$ cat config.mk
export PLATFORM = sky130hd
export DESIGN_NAME = pc_seq_ctrl_flat
export DESIGN_NICKNAME = d
export VERILOG_FILES = /design/src/rtl/pc_seq_ctrl_pkg.sv /design/src/rtl/pc_seq_ctrl_if.sv /design/src/rtl/pc_seq_ctrl_cond_eval.sv /design/src/rtl/pc_seq_ctrl.sv /design/src/flat_wrapper.sv
export SDC_FILE = /design/constraint.sdc
export NUM_CORES = 1
export LEC_CHECK = 0
export BUFFER_PORTS_ARGS = -buffer_cell sky130_fd_sc_hd__buf_2
export CELL_PAD_IN_SITES_DETAIL_PLACEMENT = 1
export CELL_PAD_IN_SITES_GLOBAL_PLACEMENT = 2
export CORE_MARGIN = 2
export CORE_UTILIZATION = 28
export DETAILED_ROUTE_END_ITERATION = 6
export HOLD_SLACK_MARGIN = 0.15
export PLACE_DENSITY = 0.91
export SLEW_MARGIN = 20
export SYNTH_ARGS = -nofsm -noshare
export SYNTH_HDL_FRONTEND = slang
export SYNTH_SLANG_ARGS = --single-unit
$ cat constraint.sdc
create_clock -name clk -period 2.4 [get_ports clk]
set_clock_uncertainty 0.05 [all_clocks]
set_input_delay 0.36 -clock clk [delete_from_list [all_inputs] [get_ports clk]]
set_output_delay 0.36 -clock clk [all_outputs]
set_load 0.02 [all_outputs]
$ cat src/rtl/pc_seq_ctrl_pkg.sv
// Shared encodings for the pc sequencer: FSM states, opcode/ext fields,
// condition codes, flag bit positions and the instruction class decoder.
package pc_seq_ctrl_pkg;

  localparam int PC_DATA_W = 16;
  localparam int PC_DISP_W = 8;

  typedef enum logic [1:0] {
    ST_FETCH  = 2'd0,
    ST_DECODE = 2'd1,
    ST_EXEC   = 2'd2,
    ST_MEM    = 2'd3
  } state_t;

  localparam logic [3:0] OP_JMP    = 4'h4;
  localparam logic [3:0] OP_BCOND  = 4'hC;
  localparam logic [3:0] EXT_LOAD  = 4'h0;
  localparam logic [3:0] EXT_STOR  = 4'h4;
  localparam logic [3:0] EXT_JAL   = 4'h8;
  localparam logic [3:0] EXT_JCOND = 4'hC;

  localparam logic [3:0] COND_EQ = 4'h0;
  localparam logic [3:0] COND_NE = 4'h1;
  localparam logic [3:0] COND_CS = 4'h2;
  localparam logic [3:0] COND_CC = 4'h3;
  localparam logic [3:0] COND_HI = 4'h4;
  localparam logic [3:0] COND_LS = 4'h5;
  localparam logic [3:0] COND_GT = 4'h6;
  localparam logic [3:0] COND_LE = 4'h7;
  localparam logic [3:0] COND_FS = 4'h8;
  localparam logic [3:0] COND_FC = 4'h9;
  localparam logic [3:0] COND_LO = 4'hA;
  localparam logic [3:0] COND_HS = 4'hB;
  localparam logic [3:0] COND_LT = 4'hC;
  localparam logic [3:0] COND_GE = 4'hD;
  localparam logic [3:0] COND_UC = 4'hE;
  localparam logic [3:0] COND_NV = 4'hF;

  localparam int FLAG_C = 4;
  localparam int FLAG_L = 3;
  localparam int FLAG_F = 2;
  localparam int FLAG_Z = 1;
  localparam int FLAG_N = 0;

  typedef enum logic [2:0] {
    K_ALU, K_BCOND, K_JCOND, K_JAL, K_LOAD, K_STOR, K_NOP
  } ikind_t;

  function automatic ikind_t decode_kind(input logic [3:0] op, input logic [3:0] ext);
    ikind_t k;
    k = K_ALU;
    if (op == OP_BCOND) begin
      k = K_BCOND;
    end else if (op == OP_JMP) begin
      case (ext)
        EXT_JCOND: k = K_JCOND;
        EXT_JAL:   k = K_JAL;
        EXT_LOAD:  k = K_LOAD;
        EXT_STOR:  k = K_STOR;
        default:   k = K_NOP;
      endcase
    end
    return k;
  endfunction

endpackage

$ cat src/rtl/pc_seq_ctrl_if.sv
// Memory port and pc/regfile control strobes of the sequencer.
// Handshake: mem_req is held stable until a cycle with mem_ack=1, which
// completes the request in that same cycle (ack may arrive with the request).
interface pc_seq_ctrl_if
  import pc_seq_ctrl_pkg::*;
#(
  parameter int DATA_W = PC_DATA_W,
  parameter int DISP_W = PC_DISP_W
);
  logic              mem_req;
  logic              mem_we;
  logic              addr_sel;
  logic              mem_ack;
  logic [DATA_W-1:0] mem_rdata;
  logic              pcEn;
  logic              branch;
  logic              jump;
  logic              link_we;
  logic              rf_we;
  logic [DISP_W-1:0] disp;

  modport master (
    output mem_req, mem_we, addr_sel, pcEn, branch, jump, link_we, rf_we, disp,
    input  mem_ack, mem_rdata
  );

  modport slave (
    input  mem_req, mem_we, addr_sel, pcEn, branch, jump, link_we, rf_we, disp,
    output mem_ack, mem_rdata
  );
endinterface

$ cat src/rtl/pc_seq_ctrl_cond_eval.sv
// Combinational condition evaluator: 4-bit condition code against {C,L,F,Z,N}.
module pc_seq_ctrl_cond_eval
  import pc_seq_ctrl_pkg::*;
(
  input  logic [3:0] cond_i,
  input  logic [4:0] flags_i,
  output logic       cond_ok_o
);

  always_comb begin
    cond_ok_o = 1'b0;
    case (cond_i)
      COND_EQ: cond_ok_o = flags_i[FLAG_Z];
      COND_NE: cond_ok_o = ~flags_i[FLAG_Z];
      COND_CS: cond_ok_o = flags_i[FLAG_C];
      COND_CC: cond_ok_o = ~flags_i[FLAG_C];
      COND_HI: cond_ok_o = flags_i[FLAG_L];
      COND_LS: cond_ok_o = ~flags_i[FLAG_L];
      COND_GT: cond_ok_o = flags_i[FLAG_N];
      COND_LE: cond_ok_o = ~flags_i[FLAG_N];
      COND_FS: cond_ok_o = flags_i[FLAG_F];
      COND_FC: cond_ok_o = ~flags_i[FLAG_F];
      COND_LO: cond_ok_o = ~flags_i[FLAG_L] & ~flags_i[FLAG_Z];
      COND_HS: cond_ok_o = flags_i[FLAG_L] | flags_i[FLAG_Z];
      COND_LT: cond_ok_o = ~flags_i[FLAG_N] & ~flags_i[FLAG_Z];
      COND_GE: cond_ok_o = flags_i[FLAG_N] | flags_i[FLAG_Z];
      COND_UC: cond_ok_o = 1'b1;
      COND_NV: cond_ok_o = 1'b0;
      default: cond_ok_o = 1'b0;
    endcase
  end

endmodule

$ cat src/rtl/pc_seq_ctrl.sv
// Multicycle instruction sequencer: FETCH -> DECODE -> EXEC (-> MEM), one
// pcEn pulse per instruction, with branch/jump/link decisions for the pc block.
module pc_seq_ctrl
  import pc_seq_ctrl_pkg::*;
#(
  parameter int DATA_W = PC_DATA_W,
  parameter int DISP_W = PC_DISP_W
) (
  input  logic              clk,
  input  logic              rst,
  input  logic              run_i,
  input  logic [4:0]        flags_i,
  pc_seq_ctrl_if.master     bus,
  output logic [DATA_W-1:0] ir_o,
  output state_t            state_o
);

  state_t            state_q, state_d;
  logic [DATA_W-1:0] ir_q, ir_d;
  logic              cond_ok_q, cond_ok_d;
  logic              cond_ok_w;
  ikind_t            kind;

  pc_seq_ctrl_cond_eval u_cond_eval (
    .cond_i    (ir_q[11:8]),
    .flags_i   (flags_i),
    .cond_ok_o (cond_ok_w)
  );

  assign kind    = decode_kind(ir_q[15:12], ir_q[7:4]);
  assign ir_o    = ir_q;
  assign state_o = state_q;

  always_ff @(posedge clk or posedge rst) begin
    if (rst) begin
      state_q   <= ST_FETCH;
      ir_q      <= '0;
      cond_ok_q <= 1'b0;
    end else begin
      state_q   <= state_d;
      ir_q      <= ir_d;
      cond_ok_q <= cond_ok_d;
    end
  end

  always_comb begin
    state_d      = state_q;
    ir_d         = ir_q;
    cond_ok_d    = cond_ok_q;
    bus.mem_req  = 1'b0;
    bus.mem_we   = 1'b0;
    bus.addr_sel = 1'b0;
    bus.pcEn     = 1'b0;
    bus.branch   = 1'b0;
    bus.jump     = 1'b0;
    bus.link_we  = 1'b0;
    bus.rf_we    = 1'b0;
    bus.disp     = '0;
    case (state_q)
      ST_FETCH: begin
        // An ack while stopped is ignored so a late memory response cannot restart us.
        bus.mem_req = run_i;
        if (run_i && bus.mem_ack) begin
          ir_d    = bus.mem_rdata;
          state_d = ST_DECODE;
        end
      end
      ST_DECODE: begin
        // Flags are frozen here; later flag updates must not change the decision.
        cond_ok_d = cond_ok_w;
        state_d   = ST_EXEC;
      end
      ST_EXEC: begin
        state_d = ST_FETCH;
        case (kind)
          K_ALU: begin
            bus.rf_we = 1'b1;
            bus.pcEn  = 1'b1;
          end
          K_BCOND: begin
            bus.pcEn   = 1'b1;
            bus.branch = cond_ok_q;
            bus.disp   = ir_q[DISP_W-1:0];
          end
          K_JCOND: begin
            bus.pcEn = 1'b1;
            bus.jump = cond_ok_q;
          end
          K_JAL: begin
            bus.pcEn    = 1'b1;
            bus.jump    = 1'b1;
            bus.link_we = 1'b1;
          end
          K_LOAD, K_STOR: state_d = ST_MEM;
          default: bus.pcEn = 1'b1;
        endcase
      end
      ST_MEM: begin
        bus.mem_req  = 1'b1;
        bus.addr_sel = 1'b1;
        bus.mem_we   = (kind == K_STOR);
        if (bus.mem_ack) begin
          bus.rf_we = (kind == K_LOAD);
          bus.pcEn  = 1'b1;
          state_d   = ST_FETCH;
        end
      end
      default: state_d = ST_FETCH;
    endcase
  end

endmodule

$ cat src/flat_wrapper.sv
// flat-port wrapper written by rule: the top's interface ports become plain ports
module pc_seq_ctrl_flat import pc_seq_ctrl_pkg::*;
#(
  parameter int DATA_W = PC_DATA_W,
  parameter int DISP_W = PC_DISP_W
)
  (clk, rst, run_i, flags_i, ir_o, state_o, bus_mem_req, bus_mem_we, bus_addr_sel, bus_pcEn, bus_branch, bus_jump, bus_link_we, bus_rf_we, bus_disp, bus_mem_ack, bus_mem_rdata);
  pc_seq_ctrl_if #(.DATA_W(DATA_W), .DISP_W(DISP_W)) bus_i ();
  input  logic clk;
  input  logic rst;
  input  logic run_i;
  input  logic [4:0] flags_i;
  output logic [DATA_W-1:0] ir_o;
  output state_t state_o;
  output wire logic [$bits(bus_i.mem_req)-1:0] bus_mem_req;
  output wire logic [$bits(bus_i.mem_we)-1:0] bus_mem_we;
  output wire logic [$bits(bus_i.addr_sel)-1:0] bus_addr_sel;
  output wire logic [$bits(bus_i.pcEn)-1:0] bus_pcEn;
  output wire logic [$bits(bus_i.branch)-1:0] bus_branch;
  output wire logic [$bits(bus_i.jump)-1:0] bus_jump;
  output wire logic [$bits(bus_i.link_we)-1:0] bus_link_we;
  output wire logic [$bits(bus_i.rf_we)-1:0] bus_rf_we;
  output wire logic [$bits(bus_i.disp)-1:0] bus_disp;
  input wire logic [$bits(bus_i.mem_ack)-1:0] bus_mem_ack;
  input wire logic [$bits(bus_i.mem_rdata)-1:0] bus_mem_rdata;
  assign bus_mem_req = bus_i.mem_req;
  assign bus_mem_we = bus_i.mem_we;
  assign bus_addr_sel = bus_i.addr_sel;
  assign bus_pcEn = bus_i.pcEn;
  assign bus_branch = bus_i.branch;
  assign bus_jump = bus_i.jump;
  assign bus_link_we = bus_i.link_we;
  assign bus_rf_we = bus_i.rf_we;
  assign bus_disp = bus_i.disp;
  assign bus_i.mem_ack = bus_mem_ack;
  assign bus_i.mem_rdata = bus_mem_rdata;
  pc_seq_ctrl #(.DATA_W(DATA_W), .DISP_W(DISP_W)) u_core (.clk(clk), .rst(rst), .run_i(run_i), .flags_i(flags_i), .bus(bus_i), .ir_o(ir_o), .state_o(state_o));
endmodule
* After elaboration in Yosys (flattened, before gate mapping)
Cells that the tools add are included.
** Word-level totals
- Register bits after elaboration :: 19
- Latch bits :: 0
- RAM bits :: 0
- Bits in read-only memories :: 0
- Bits of input ports :: 25
- Output and inout bits :: 34
- Word-level logic and storage cells :: 75
- Memories kept :: 0
** Operators by class
- Add/subtract/negate cells :: 0
- Multiply operators :: 0
- Divide/modulo/power cells :: 0
- Order comparisons :: 0
- Equality and inequality tests :: 30
- Shifts and indexed selects :: 0
- Multiplexer cells :: 25
- Bitwise operators :: 9
- Reductions and logical operators :: 8
** Operator list (count)
- $eq 4x4->1 const B :: 11
- $eq 4x3->1 const B :: 6
- $mux 8 :: 2
- $pmux 1 s16 :: 1
- $pmux 3 s4 :: 1
- $mux 1 :: 11
- $eq 4x2->1 const B :: 2
- $logic_not 4->1 :: 2
- $pmux 1 s2 :: 4
- $pmux 2 s4 :: 1
- $eq 3x2->1 const B :: 2
- $eq 3x3->1 const B :: 2
- $mux 2 :: 3
- $mux 3 :: 2
- $not 1->1 :: 5
- $eq 2x2->1 const B :: 2
- $eq 4x1->1 const B :: 1
- $reduce_and 2->1 :: 2
- $eq 3x1->1 const B :: 1
- $logic_not 3->1 :: 1
- $and 1x1->1 :: 2
- $eq 2x1->1 const B :: 1
- $logic_not 2->1 :: 1
- $ne 2x1->1 const B :: 1
- other kinds (4) :: 5

* Depth between registers and ports, before layout
Gate-level depths: netlist of run 1.
- Word-level depth :: 8
- Mapped depth :: 5
- Depth with buffers taken out :: 5

* By module
From an unflattened synthesis of run 1, not the netlist that was laid out.
** Unflattened totals
- Cell total of the unflattened synthesis :: 107
- Area, all modules :: 1198.6 µm²
** Modules (own cells, without submodules)
- pc_seq_ctrl :: instances 1, cells each 84, area each 1014.7 µm², seq. area each 475.5 µm²
- pc_seq_ctrl_cond_eval :: instances 1, cells each 23, area each 183.9 µm², seq. area each 0.0 µm²

* Worst setup path before layout of run 1
OpenSTA, ideal clock, no wires.
- Path kind :: register to output
- From :: register u_core.ir_q[12], in the netlist u_core.ir_o[12]
- To :: output bus_rf_we
- Arrival time :: 1572 ps
- Required time :: 1990 ps
- Setup slack :: 418 ps
- Cell stages (with the launch flop) :: 5
- Path buffers :: 0
- Cell sequence :: dfrtp_1 or3b_1 nor2_1 nand4_1 a21oi_1
** On the way
- Word-level cells in the longest chain between the ends :: 6
** RTL lines
- start, declared :: RTL line pc_seq_ctrl.sv:19 : logic [DATA_W-1:0] ir_q, ir_d;
- start signal, assigned :: RTL line pc_seq_ctrl.sv:41 : ir_q <= ir_d;
- $eq 4x3->1 :: RTL line pc_seq_ctrl_pkg.sv:54 : end else if (op == OP_JMP) begin
- $mux 3 :: RTL line pc_seq_ctrl_pkg.sv:54
- $mux 3 * :: RTL line pc_seq_ctrl_pkg.sv:52 : if (op == OP_BCOND) begin
- $eq 3x3->1 or $logic_not 3->1 (tied branches) :: RTL line pc_seq_ctrl.sv:103, pc_seq_ctrl.sv:75
- $mux 1 (on tied branches) :: RTL line pc_seq_ctrl.sv:102, pc_seq_ctrl.sv:75
- $pmux 1 s2 * :: RTL line pc_seq_ctrl.sv:59 : case (state_q)
- end, declared :: RTL line flat_wrapper.sv:22 : output wire logic [$bits(bus_i.rf_we)-1:0] bus_rf_we;
Every way passes the cells marked *; elsewhere a longest branch is shown, timed or not.

* Final worst setup path of run 1
- From :: register u_core.ir_q[12], in the netlist u_core.ir_o[12]
- To :: output bus_link_we
** On the way
- Word-level cells in the longest chain between the ends :: 6
** RTL lines
- $eq 4x3->1 :: RTL line pc_seq_ctrl_pkg.sv:54
- $mux 3 :: RTL line pc_seq_ctrl_pkg.sv:54
- $mux 3 * :: RTL line pc_seq_ctrl_pkg.sv:52
- $eq 3x2->1 * :: RTL line pc_seq_ctrl.sv:75 : case (kind)
- $mux 1 * :: RTL line pc_seq_ctrl.sv:75
- $mux 1 * :: RTL line pc_seq_ctrl.sv:59
- end, declared :: RTL line flat_wrapper.sv:21 : output wire logic [$bits(bus_i.link_we)-1:0] bus_link_we;
Marked as above.

==> insert_results.sql, run 1 <==
INSERT INTO impl_metrics (metric_group, metric, value, unit) VALUES
('route', 'drc_errors', '0', ''),
('clocking', 'cts.sinks', '19', ''),
('worst_setup_path', 'critPathMostFrequentCell', 'sky130_fd_sc_hd__and3_1', ''),
('status', 'outcome', 'finished clean', ''),
('min_path', 'hp-class', 'in -> async', ''),
('sta', 'max_slew.worst_pin.slew', '740', 'ps'),
('placed_design', 'dp.final_hpwl', '2.53', 'mm'),
('clocking', 'cts_tree', 'yes', ''),
('power', 'pwr-share-comb', '53.0', '%'),
('logic_synthesis', 'register_bit_total_from_synthesis', '19', ''),
('global_route', 'grt_start_max_net_pins', '20', ''),
('final_layout', 'layout-drive-gt1-share', '51.5', '%'),
('sta', 'timing.final.crit_share', '92.9', '%'),
('route', 'drt_iter0_markers', '51', ''),
('global_route', 'overflow', '0', ''),
('power', 'internal-power', '1060', 'uW'),
('sta', 'min_cycle_time_layout', '2230', 'ps'),
('power', 'clock_power_share', '11.6', '%'),
('power', 'p_per_area', '1300', 'mW/mm2'),
('logic_synthesis', 'synth-async-reset-ratio', '100', '%'),
('floorplanning', 'die_x', '68.4', 'um'),
('clocking', 'cts_hold_repair.buffers', '0', ''),
('final_layout', 'stdcell_count', '221', ''),
('worst_setup_path', 'endpoint_kind', 'primary output', ''),
('global_route', 'grt_first_pass_wirelength', '5.38', 'mm'),
('logic_synthesis', 'postSynth.topFlopCell', 'sky130_fd_sc_hd__dfrtp_1', ''),
('logic_synthesis', 'netlist_instances', '112', ''),
('placed_design', 'gp_congestion', '0.782', ''),
('sta', 'timing.max_slew.rel_slack', '50.6', '%'),
('clocking', 'insertion_delay', '260', 'ps'),
('logic_synthesis', 'netlist.area_leader.share', '40.9', '%'),
('global_route', 'initial_antenna_violation_count', '0', ''),
('placed_design', 'postPlaceCellArea', '0.00149', 'mm2'),
('logic_synthesis', 'synthTopCellsByCount', 'sky130_fd_sc_hd__dfrtp_1 (19), sky130_fd_sc_hd__mux2_2 (16), sky130_fd_sc_hd__a21oi_1 (10), sky130_fd_sc_hd__nor2_1 (10), sky130_fd_sc_hd__and2_1 (9)', ''),
('sta', 'setup_viol_count_final', '0', ''),
('power', 'static-leakage-power', '0.000785', 'uW'),
('logic_synthesis', 'post_synth_edffs', '0', ''),
('route', 'first_pass_iters', '2', ''),
('floorplanning', 'die-area', '0.00468', 'mm2'),
('logic_synthesis', 'synth.cell_area', '0.00116', 'mm2'),
('sta', 'fmax', '0.448', 'GHz'),
('logic_synthesis', 'seq_area_frac_synth', '40.9', '%'),
('worst_setup_path', 'crit_path_start_kind', 'register', ''),
('logic_synthesis', 'synth_cell_types', '35', ''),
('worst_setup_path', 'worstPathCellList', 'or3b_1 -> nor2_2 -> and3_1 -> and3_1 -> buf_2', ''),
('power', 'p_sw', '941', 'uW'),
('logic_synthesis', 'synthMostInstantiatedCell', 'sky130_fd_sc_hd__dfrtp_1', ''),
('route', 'routed_wl', '3.23', 'mm'),
('logic_synthesis', 'yosys_warnings', '0', ''),
('logic_synthesis', 'synth.top_cells.by_area', 'sky130_fd_sc_hd__dfrtp_1 (41%), sky130_fd_sc_hd__mux2_2 (16%), sky130_fd_sc_hd__and2_1 (4.8%), sky130_fd_sc_hd__a21oi_1 (4.3%), sky130_fd_sc_hd__ha_1 (4.3%)', ''),
('final_layout', 'fillers', '484', ''),
('worst_setup_path', 'crit_path_top_delay_cell', 'sky130_fd_sc_hd__or3b_1', ''),
('sta', 'setup-tns-final', '0', 'ps'),
('sta', 'grt_setup_unrepaired', 'false', ''),
('floorplanning', 'fp.dieH', '68.4', 'um'),
('floorplanning', 'core-area', '0.00400', 'mm2'),
('route', 'drt-vias-per-instance', '4.90', ''),
('placed_design', 'placedCellCount', '217', ''),
('worst_setup_path', 'cp_data_required_time', '1990', 'ps'),
('global_route', 'grt_util_all_layers', '15.4', '%'),
('global_route', 'number_of_global_route_vias_before_repair', '1144', ''),
('clocking', 'clk_transition_reported_paths', '80', 'ps'),
('route', 'num_vias', '1082', ''),
('floorplanning', 'initial_core_util', '29.0', '%'),
('logic_synthesis', 'postSynthNetCount', '141', ''),
('logic_synthesis', 'yosysTopAreaCell', 'sky130_fd_sc_hd__dfrtp_1', ''),
('power', 'power_switching_share', '47.0', '%'),
('placed_design', 'io_buffer_count', '58', ''),
('worst_setup_path', 'max_stage_delay', '460', 'ps'),
('worst_setup_path', 'arrival', '1820', 'ps'),
('worst_setup_path', 'critical_path_peak_fanout', '5', '');
## what timing repair did
action | in CTS | in global routing
endpoints found under the setup margin | 0 | 11
gates resized for setup | 0 | 2
buffers inserted | 0 | 0
## metal layers
| metal | vias up | GRT usage [%] | part of all wire [%] |
|---|---|---|---|
| met1 | 516 | 18.6 | 40 |
| met5 | - | 0 | 0 |
| met2 | 46 | 26.9 | 51 |
| met3 | 4 | 2.96 | 7.7 |
| met4 | 0 | 5.25 | 0.93 |
| li1 | 516 | - | - |
## cells by family (layout without fill, tap and decap cells)
| family | after synthesis | count (layout) | share of synthesized area (%) |
|---|---|---|---|
| AO/OA/AOI/OAI | 22 | 22 | 12.3 |
| XOR/XNOR | 1 | 1 | 0.754 |
| adder cells (fa/ha/maj) | 4 | 4 | 4.31 |
| buffers and inverters | 9 | 68 | 4.42 |
| flip-flops | 19 | 19 | 40.9 |
| multiplexers | 17 | 17 | 17.5 |
| AND/OR/NAND/NOR | 40 | 40 | 19.8 |
## flip-flops by register name, summed over array words and instances, names as in the netlist
name              count
u_core.cond_ok_q      1
u_core.state_o        2
u_core.ir_o          16
## cell usage in the layout, fill, tap and decap left out, types with 2 or more instances in the layout
master,Yosys,routed
sky130_fd_sc_hd__nor2_2,1,3
sky130_fd_sc_hd__nor2b_1,2,2
sky130_fd_sc_hd__inv_1,5,5
sky130_fd_sc_hd__nand3_1,2,2
sky130_fd_sc_hd__mux2_2,16,16
sky130_fd_sc_hd__o41ai_1,2,2
sky130_fd_sc_hd__o21bai_1,2,2
sky130_fd_sc_hd__buf_2,1,58
sky130_fd_sc_hd__or3b_1,2,2
sky130_fd_sc_hd__and3_1,2,2
sky130_fd_sc_hd__nand2_1,4,4
sky130_fd_sc_hd__clkbuf_8,0,3
sky130_fd_sc_hd__a21oi_1,10,10
sky130_fd_sc_hd__and2_1,9,9
sky130_fd_sc_hd__dfrtp_1,19,19
sky130_fd_sc_hd__nor2_1,10,8
sky130_fd_sc_hd__o21ai_0,2,2
sky130_fd_sc_hd__ha_1,4,4
## final cells by class
| class | count | area [um2] | share of cell area [%] |
|---|---|---|---|
| clock buffer | 3 | 41.3 | 2.68 |
| clock inverter | 1 | 7.51 | 0.487 |
| inverter | 5 | 18.8 | 1.22 |
| multi-input combinational | 84 | 639 | 41.4 |
| sequential | 19 | 475 | 30.8 |
| tap | 50 | 62.6 | 4.06 |
| timing repair buffer | 59 | 298 | 19.3 |
## worst paths after layout
| path | start | endpoint | slack (ps) | depth (start not counted) |
|---|---|---|---|---|
| setup / recovery | u_core.ir_o[12] | bus_link_we | 170 | 5 |
| hold / removal | rst | u_core.ir_o[3] | 170 | 2 |
| setup reg to reg | u_core.ir_o[11] | u_core.cond_ok_q | 590 | 4 |
| hold reg to reg | u_core.ir_o[2] | u_core.ir_o[2] | 480 | 1 |
| max in group asynchronous | rst | u_core.state_o[0] | 1670 | 2 |
| min in group clk | bus_mem_rdata[14] | u_core.ir_o[14] | 280 | 2 |
## power by group through the flow
stage                     registers (uW)  logic (uW)  clock network (uW)
after floorplan                      817         625                   0
after global placement               692        1040                   0
after detailed placement             717        1060                   0
after CTS                            711        1070                 242
after global routing                 752        1160                 254
final                                710        1060                 233
## worst max-delay path, delay by kind of cell, from the launching register on
kind,cells,cell delay (ps)
buffers and inverters,1,160
and+or+nand+nor,4,1000
DFF,1,390
## stage by stage
step | total power [uW] | hold WS [ps] | utilization [%] | setup slack, ps
after floorplan | 1440 | 261 | - | 418
after global placement | 1730 | 451 | 37.2 | 445
after detailed placement | 1780 | 466 | 37.2 | 421
after CTS | 2020 | 194 | 38.4 | 97.1
after global routing | 2170 | 220 | 38.6 | 56.3
final | 2000 | 172 | 38.6 | 169
No activity file was read; power rests on OpenSTA's default activity.
==> run 2, diff against run 1 <==
- CELL_PAD_IN_SITES_GLOBAL_PLACEMENT: 2 -> 1
- CORE_MARGIN: 2 -> unset
- CORE_UTILIZATION: 28 -> 35
- PLACE_DENSITY: 0.91 -> 0.9
==> run 2 against run 1 <==
Register-to-register slack got worse by 70 ps. Global-route usage increased by 4.5 points. Hold slack improved by 49 ps. Combinational power about the same. Flip-flop and latch count unchanged. Clock power decreased by 27%. Sequential power increased by 0.6%. Power decreased by 1.8%. Cell area decreased by 0.97%. Non-clock buffer count increased by 1. First-iteration DRC count decreased by 9.8%. Sequential share of layout area increased by 0.30 points. Largest cell class unchanged. Largest power group unchanged. Highest routed layer unchanged.
==> insert_results.sql, run 2 (synthesis gave the netlist of run 1 again) <==
INSERT INTO impl_metrics (metric_group, metric, value, unit) VALUES
('status', 'outcome', 'finished clean', ''),
('sta', 'setup-tns-final', '0', 'ps'),
('placed_design', 'place_ws', '385', 'ps'),
('route', 'first_pass_iters', '3', ''),
('clocking', 'max-clock-path-buffers', '2', ''),
('clocking', 'insertion_delay', '310', 'ps'),
('floorplanning', 'io_pins', '59', ''),
('global_route', 'grt_first_pass_wirelength', '5.08', 'mm'),
('global_route', 'initial_antenna_violation_count', '0', ''),
('worst_setup_path', 'end_of_the_worst_register_to_register_path', 'u_core.ir_o[0]', ''),
('floorplanning', 'die-area', '0.00355', 'mm2'),
('final_layout', 'nNetsFinal', '202', ''),
('route', 'postRouteAntennaNets', '0', ''),
('final_layout', 'layout_common_cells', 'sky130_fd_sc_hd__buf_2 (58), sky130_fd_sc_hd__dfrtp_1 (19), sky130_fd_sc_hd__mux2_2 (16)', ''),
('placed_design', 'dp.final_hpwl', '2.55', 'mm'),
('min_path', 'hp-start', 'bus_mem_rdata[4]', ''),
('route', 'detail_route.wl_per_cell', '15.3', 'um'),
('worst_setup_path', 'ff2ff_setup_slack', '520', 'ps'),
('sta', 'slew_viol_final', '0', ''),
('final_layout', 'largest_reg_flops', '16', ''),
('clocking', 'cts_max_level', '1', ''),
('global_route', 'grt_start_max_net_pins', '20', ''),
('sta', 'min_cycle_time_layout', '2290', 'ps'),
('worst_setup_path', 'r2r_cells', '5', ''),
('route', 'routed_wl', '3.30', 'mm'),
('sta', 'grt_setup_unrepaired', 'false', ''),
('sta', 'setup_viol_count_final', '0', ''),
('route', 'drt_iter0_markers', '46', ''),
('min_path', 'hp-class', 'in -> reg', ''),
('global_route', 'grt_util_all_layers', '19.8', '%'),
('clocking', 'cts_tree', 'yes', ''),
('final_layout', 'layout-drive-gt1-share', '50.6', '%'),
('route', 'num_vias', '1099', ''),
('worst_setup_path', 'critical_path_class', 'reg -> out', ''),
('worst_setup_path', 'regToRegStartpoint', 'u_core.state_o[0]', ''),
('clocking', 'cts_made_buffers', '3', ''),
('worst_setup_path', 'critical_path_peak_fanout', '4', ''),
('clocking', 'cts.sinks', '19', ''),
('final_layout', 'antenna_diode_count', '0', ''),
('floorplanning', 'placement_rows', '20', ''),
('final_layout', 'mostFrequentLayoutCell', 'sky130_fd_sc_hd__buf_2', ''),
('worst_setup_path', 'crit_path_start_kind', 'register', ''),
('flow_run', 'cap_violations', '0', ''),
('sta', 'fmax', '0.437', 'GHz'),
('global_route', 'overflow', '0', ''),
('route', 'met2_wl', '1.78', 'mm'),
('clocking', 'cts_root_buffer', 'sky130_fd_sc_hd__clkbuf_4', ''),
('global_route', 'number_of_global_route_vias_before_repair', '1114', ''),
('clocking', 'clk_transition_reported_paths', '110', 'ps'),
('min_path', 'hold_path_end', 'u_core.ir_o[4]', ''),
('floorplanning', 'core-area', '0.00310', 'mm2'),
('sta', 'max_slew.worst_pin.slew', '728', 'ps'),
('worst_setup_path', 'endpoint_kind', 'primary output', ''),
('min_path', 'hold_path_depth', '2', ''),
('power', 'p_per_area', '1290', 'mW/mm2'),
('sta', 'hold_viol_final', '0', ''),
('worst_setup_path', 'cp_data_required_time', '1990', 'ps'),
('sta', 'timing.final.crit_share', '95.3', '%'),
('route', 'route.layer.met1.wl', '1.29', 'mm'),
('final_layout', 'layout_overhead_on_the_synthesized_area', '31.6', '%'),
('power', 'ir_worst_vdd', '0.000491', 'V'),
('route', 'drc_errors', '0', ''),
('route', 'route.met3.wl', '164', 'um'),
('placed_design', 'gp_congestion', '0.886', ''),
('worst_setup_path', 'arrival', '1880', 'ps'),
('sta', 'layout_setup_ws', '113', 'ps'),
('power', 'static-leakage-power', '0.000783', 'uW'),
('floorplanning', 'initial_core_util', '37.4', '%'),
('floorplanning', 'fp.dieH', '59.6', 'um'),
('sta', 'timing.max_slew.rel_slack', '51.4', '%'),
('route', 'dr.max_layer_used', 'met4', ''),
('clocking', 'post-cts-setup-buffers', '0', ''),
('floorplanning', 'die_x', '59.6', 'um'),
('route', 'drt-vias-per-instance', '5.09', ''),
('placed_design', 'io_buffer_count', '58', '');
-- run 2: changes by cell type in the layout (fill, tap and decap cells not counted), sizes merged --
cell	before	now
clkbuf	3	4
clkinvlp	1	0
dlygate4sd3	0	1
-- run 2: final cells by class --
class / count / area [um2]
fillers: 394 / 1580
multi-input cells: 84 / 644
flip-flops and latches: 19 / 475
repair buffers: 60 / 308
well taps: 44 / 55.1
clock buffers: 4 / 26.3
inverters: 5 / 18.8
-- run 2: worst max path at each step --
stage                     depth (start not counted)     endpoint             from  slack, ps
final                                             4   bus_mem_we  u_core.ir_o[12]        110
after floorplan                                   4    bus_rf_we  u_core.ir_o[12]        420
after CTS                                         5     bus_jump  u_core.ir_o[12]         20
after global placement                            5  bus_link_we  u_core.ir_o[12]        470
after global routing                              5     bus_jump  u_core.ir_o[12]         20
after detailed placement                          5     bus_jump  u_core.ir_o[12]        390
-- run 2: repair_timing --
action | CTS | global route
gates resized for setup | 0 | 3
endpoints found under the setup margin | 0 | 12
hold buffers | 1 | 0
endpoints found under the hold margin | 19 | 0
-- run 2: per-layer routing --
metal	global-route usage, %	vias to the layer above
met5	0	-
met1	21.2	526
met3	3.06	7
met2	37.9	46
met4	8.97	0
li1	-	520
-- run 2: where the power goes --
part / switching (uW) / total, uW / internal, uW
Combinational: 619 / 1080 / 466
Sequential: 232 / 714 / 482
Clock: 104 / 169 / 65.1
Total: 955 / 1970 / 1010
-- run 2: worst max-delay path, cell delays in order, from the launching register on --
cell	delay, ps
sky130_fd_sc_hd__dfrtp_1	400
sky130_fd_sc_hd__or3b_1	470
sky130_fd_sc_hd__nor2_1	300
sky130_fd_sc_hd__and4_1	240
sky130_fd_sc_hd__buf_2	160
-- run 2: per-stage QoR --
step	instances	area [um2]	util, %	total power (uW)	hold slack [ps]
detailed placement	211	1480	47.7	1790	471
global placement	211	1480	47.7	1720	448
finish	216	1530	49.2	1970	221
CTS	216	1520	48.9	1970	219
floorplan	112	1160	-	1440	261
global route	216	1530	49.2	2100	218
